## src/rtl/lfsr_pkg.sv

```systemverilog
// Shared constants and tap table for the lfsr_prng pseudo-random source.
// The tap mask has bit (t-1) set for every 1-indexed tap t of a maximal-length
// Fibonacci LFSR of the requested width.
package lfsr_pkg;

    localparam int LFSR_MIN_BITS = 2;
    localparam int LFSR_MAX_BITS = 16;

    function automatic logic [15:0] lfsr_taps(int n);
        logic [15:0] mask;
        case (n)
            2:       mask = 16'h0003;
            3:       mask = 16'h0006;
            4:       mask = 16'h000C;
            5:       mask = 16'h0014;
            6:       mask = 16'h0030;
            7:       mask = 16'h0060;
            8:       mask = 16'h00B8;
            9:       mask = 16'h0110;
            10:      mask = 16'h0240;
            11:      mask = 16'h0500;
            12:      mask = 16'h0829;
            13:      mask = 16'h100D;
            14:      mask = 16'h2015;
            15:      mask = 16'h6000;
            16:      mask = 16'hD008;
            default: mask = 16'h0000;
        endcase
        return mask;
    endfunction

endpackage

```

## src/rtl/lfsr_next.sv

```systemverilog
// Purely combinational next-state function of the Fibonacci LFSR: shift left
// by one and insert the XOR of the tapped bits at bit 0.
// With LFSR_FULL_PERIOD_EN defined the feedback also flips whenever every bit
// below the MSB is zero, which splices the all-zero state into the cycle.
module lfsr_next
    import lfsr_pkg::*;
#(
    parameter int NUM_BITS = 3
) (
    input  logic [NUM_BITS-1:0] state_i,
    input  logic [NUM_BITS-1:0] taps_i,
    output logic [NUM_BITS-1:0] next_o
);

    logic fb;

    // Feedback bit from the tapped state bits, then shift it in at the bottom.
    always_comb begin
        fb = ^(state_i & taps_i);
`ifdef LFSR_FULL_PERIOD_EN
        fb = fb ^ (state_i[NUM_BITS-2:0] == '0);
`endif
        next_o = {state_i[NUM_BITS-2:0], fb};
    end

endmodule

```

## src/rtl/lfsr_prng.sv

```systemverilog
// Maximal-length LFSR pseudo-random source for cache victim selection.
// Holds the single state register; reset loads SEED, enable advances one step.
// Optional macro LFSR_FULL_PERIOD_EN: de Bruijn extension, period 2^NUM_BITS
// including the all-zero state (SEED of zero becomes legal).
module lfsr_prng
    import lfsr_pkg::*;
#(
    parameter int                  NUM_BITS = 3,
    parameter logic [NUM_BITS-1:0] SEED     = {{(NUM_BITS-1){1'b0}}, 1'b1}
) (
    input  logic                clock,
    input  logic                reset,
    input  logic                enable,
    output logic [NUM_BITS-1:0] lfsr
);

    localparam logic [15:0]         TAPS_ALL = lfsr_taps(NUM_BITS);
    localparam logic [NUM_BITS-1:0] TAPS     = TAPS_ALL[NUM_BITS-1:0];

    // Reject widths outside the tap table and a zero seed that would lock up.
    generate
        if (NUM_BITS < LFSR_MIN_BITS || NUM_BITS > LFSR_MAX_BITS) begin : g_bad_width
            $error("lfsr_prng: NUM_BITS=%0d outside legal range 2..16", NUM_BITS);
        end
`ifndef LFSR_FULL_PERIOD_EN
        if (SEED == '0) begin : g_bad_seed
            $error("lfsr_prng: SEED must be nonzero without LFSR_FULL_PERIOD_EN");
        end
`endif
    endgenerate

    logic [NUM_BITS-1:0] state_q;
    logic [NUM_BITS-1:0] state_d;
    logic [NUM_BITS-1:0] step;

    lfsr_next #(
        .NUM_BITS(NUM_BITS)
    ) u_next (
        .state_i(state_q),
        .taps_i (TAPS),
        .next_o (step)
    );

    // Next state: reset wins over enable, otherwise advance or hold.
    always_comb begin
        state_d = state_q;
        if (reset) begin
            state_d = SEED;
        end else if (enable) begin
            state_d = step;
        end
    end

    // State register; output is taken straight from it.
    always_ff @(posedge clock) begin
        state_q <= state_d;
    end

    assign lfsr = state_q;

endmodule

```

## config.mk

```make
export PLATFORM = sky130hd
export DESIGN_NAME = lfsr_prng
export DESIGN_NICKNAME = d
export VERILOG_FILES = /design/src/rtl/lfsr_pkg.sv /design/src/rtl/lfsr_next.sv /design/src/rtl/lfsr_prng.sv
export SDC_FILE = /design/constraint.sdc
export NUM_CORES = 1
export LEC_CHECK = 0
export ABC_AREA = 1
export CAP_MARGIN = 20
export CORE_AREA = 3 3 40 42
export CTS_BUF_LIST = sky130_fd_sc_hd__clkbuf_4
export DETAILED_ROUTE_END_ITERATION = 8
export DIE_AREA = 0 0 43 45
export DONT_BUFFER_PORTS = 1
export GPL_TIMING_DRIVEN = 0
export SLEW_MARGIN = 10
export SYNTH_ARGS = -nofsm -noshare
export SYNTH_HDL_FRONTEND = slang
export SYNTH_SLANG_ARGS = --single-unit
```

## constraint.sdc

```tcl
create_clock -name clock -period 0.8 [get_ports clock]
set_input_delay 0.12 -clock clock [delete_from_list [all_inputs] [get_ports clock]]
set_output_delay 0.12 -clock clock [all_outputs]
set_load 0.005 [all_outputs]
```

==> out/results.txt <==
The run finished with clean final reports. Most common cell in the netlist: sky130_fd_sc_hd__nand2_1. The critical path is of the in -> reg type. The maximum level of the CTS H-tree is 1. After synthesis, the most frequently instantiated cells are 9 x sky130_fd_sc_hd__nand2_1, 3 x sky130_fd_sc_hd__dfxtp_1, 2 x sky130_fd_sc_hd__a21oi_1, 2 x sky130_fd_sc_hd__inv_1. Once the clock tree was built, the setup fixing pass inserted 0 buffers.

Sequential cells were found to cover 48.5% of the synthesized design area. The register with the most flip-flops in the layout has 3 of them. The post-synthesis net count was 21; the die outline height was 45 um. The total placed cells including tap cells is 33, and the number of DRC markers after the initial detailed-route iteration is 8. The number of buffers inserted during clock tree synthesis was 3; the number of port buffers was 0.

The combined buffer and inverter count along the critical path was 1. After synthesis, the largest area contributor takes up 48.5% of total cell area. The area used by multi-input combinational logic is 52.6 sq um, and the average vias per placed instance is 3.31.

The tools report the total non-filler cell area in the finished layout as 198 sq um. For this run, design rule violations remaining after detail routing come to 0. After synthesis, the cell types taking the most area are sky130_fd_sc_hd__dfxtp_1 48%, sky130_fd_sc_hd__nand2_1 27%, sky130_fd_sc_hd__a21oi_1 8.1%. The floorplan die width was 43 um; the largest clock skew in the final design was 0.000570 ns. VDD sags by at most 391 uV.

Counting the fill cells in the layout gives 151. Max-cap violations in this run came to 0. The number of nets with antenna violations after routing is 0. Summed over all cells, the static leakage comes to 0.0000820 uW.

Traced cell by cell, the critical path runs through dlygate4sd3_1, a21oi_2, nand2_1. The run gives 0.0258 ns as the worst slack on hold paths. Cell family with the largest share of critical-path delay: buffers and inverters. The run gives 204 um as the half-perimeter wire length of the detailed placement result.

TritonCTS built the clock tree. Yosys mapped a number of flops with a built-in enable equal to 0. The number of search-and-repair iterations in the first detailed-routing pass came out at 4.

The first global-routing pass estimated 503 um of wire. Root buffer cell: sky130_fd_sc_hd__clkbuf_4. Across the whole layout, storage elements account for 65.1 sq um. STA classifies the critical path endpoint as a flip-flop. The maximum fanout along the worst path works out to 3. For the area after detailed placement, the log shows 143 sq um. The synthesized netlist occupies a cell area of 124 sq um. The area inside the core boundary is 1280 sq um. The logs give 6 for the number of top-level pins and 0.23 ns for the clock insertion delay at the later pin of the skew report.

The run gives 0 as the number of antenna violations at the first check in global routing. Dividing the detail-routed wire length by the instance count gives 7.69 um. Yosys mapped the design onto 6 distinct sky130hd cell types. For the arrival time at the worst endpoint, the log shows 0.87 ns. For this run, asynchronously set or reset flops after synthesis account for 0%. Across every metal layer, demand over resource in global routing totals 4.49%. The min-delay analysis places its worst path in the category in -> reg. The pin count of the biggest net entering global routing was 6; the detailed-route wire length was 300 um.

The total global routing overflow is 0, and the final critical-path setup slack is 0.0468 ns. For the pin with the worst max-slew slack, the measured transition is 0.161 ns. After clock tree synthesis, the clock-pin slew on the worst setup and hold paths is 0.04 ns.

For this run, the leading register cell type out of synthesis is sky130_fd_sc_hd__dfxtp_1. The tools report the post-place setup slack as 0.0304 ns. Setup violations remaining at the end of the flow were counted as 0.

Of the cells placed in the final design, the portion with a size suffix greater than 1 is 37.5%. Final critical path time including I/O delays and setup: 0.753 ns. The synthesized netlist cell count came out at 18. Dividing the final minimum period by the clock period gives 94.1%. Once the floorplan was initialized, standard cells occupied 9.64% of the core. For this run, the number of Yosys warnings is 0. The via count of the routed design came out at 129. For this run, the top clock speed supported by timing is 1.33 GHz. The run gives 28 as the number of nets in the final layout. Number of endpoints with negative hold slack in the final report: 0. Setup repair after global routing left no endpoint under its margin. Delay of the slowest cell on the worst path: 0.58 ns. The number of global-route vias before repair is 129, and the average cell area after synthesis is 6.88 sq um. Compared with the post-synthesis result, the final layout area differs by 59.6%. The number of diodes is 0. For the final routed database, the setup TNS stands at 0 ns.

The cell row count was 13; the required arrival time at the worst endpoint was 0.92 ns. The final RePlAce weighted congestion came out at 0.631. For this run, the number of standard cells in the final layout without fillers is 39. The maximum count of clock buffers along a single path came out at 2. The power per cell area came out at 2570 nW/um^2. The largest total area in the synthesized netlist belongs to sky130_fd_sc_hd__dfxtp_1.

STA classifies the critical path startpoint as a primary input. The tools report the max-slew violation total from the final report as 0. The worst slew slack as a fraction of its limit was 89.2%.

The floorplan step defined a die boundary enclosing 1940 sq um. On the critical path, the stage with the largest delay is an instance of sky130_fd_sc_hd__dlygate4sd3_1. The flip-flop and latch count after synthesis is 3. Counting every sink on the clock net gives 3.
metrics by stage:
step,utilization (%),power [uW]
5_1_grt,15.4,554
2_1_floorplan,-,194
6_report,15.4,507
3_3_place_gp,11.1,199
3_5_place_dp,11.1,200
4_1_cts,15.0,528
power by group:
group / internal (uW) / switching (uW) / leakage, uW
clock: 221 / 79.0 / 0.0000184
sequential: 161 / 13.7 / 0.0000259
combinational: 17.8 / 15.2 / 0.0000378
total: 399 / 108 / 0.0000820
path summary, 6_finish.rpt:
| check | slack (ns) | start | cells after the start | end |
|---|---|---|---|---|
| setup reg to reg | 0.10 | lfsr[1]$_SDFFE_PP0P_ | 5 | lfsr[0]$_SDFFE_PP1P_ |
| hold reg to reg | 0.49 | lfsr[2]$_SDFFE_PP0P_ | 2 | lfsr[2]$_SDFFE_PP0P_ |
| hold / removal | 0.03 | enable | 2 | lfsr[2]$_SDFFE_PP0P_ |
| setup / recovery | 0.05 | reset | 3 | lfsr[0]$_SDFFE_PP1P_ |
cell type report:
class | instances | share of cell area (%)
Multi-Input combinational cell | 12 | 26.6
Sequential cell | 3 | 32.9
Inverter | 3 | 5.70
Clock buffer | 4 | 15.2
Timing Repair Buffer | 2 | 10.1
Tap cell | 15 | 9.49
cells in the final DEF (no fill, tap or decap), drive strengths merged:
cell         Yosys  final
dlygate4sd3      0      2
dfxtp            3      3
nand2            9      9
inv              3      3
a21oi            3      3
clkbuf           0      4
repair_timing:
action	in CTS	in global routing
hold endpoints to repair	3	0
hold buffers	2	0
endpoints found under the setup margin	0	2
gates resized for setup	0	4
per-layer routing:
layer	vias to the layer above	global-route usage [%]	wire length [um]
met5	-	0	0
li1	68	-	-
met2	7	4.79	137
met3	0	3.98	51
met1	54	3.84	112
met4	0	7.23	0
logic make-up (layout without fill, tap and decap cells):
group,after synthesis,count (layout),synth area share [%]
flops,3,3,48.5
compound gates,3,3,15.2
buf+inv,3,9,9.09
simple gates,9,9,27.3
No activity file was read; power rests on OpenSTA's default activity.
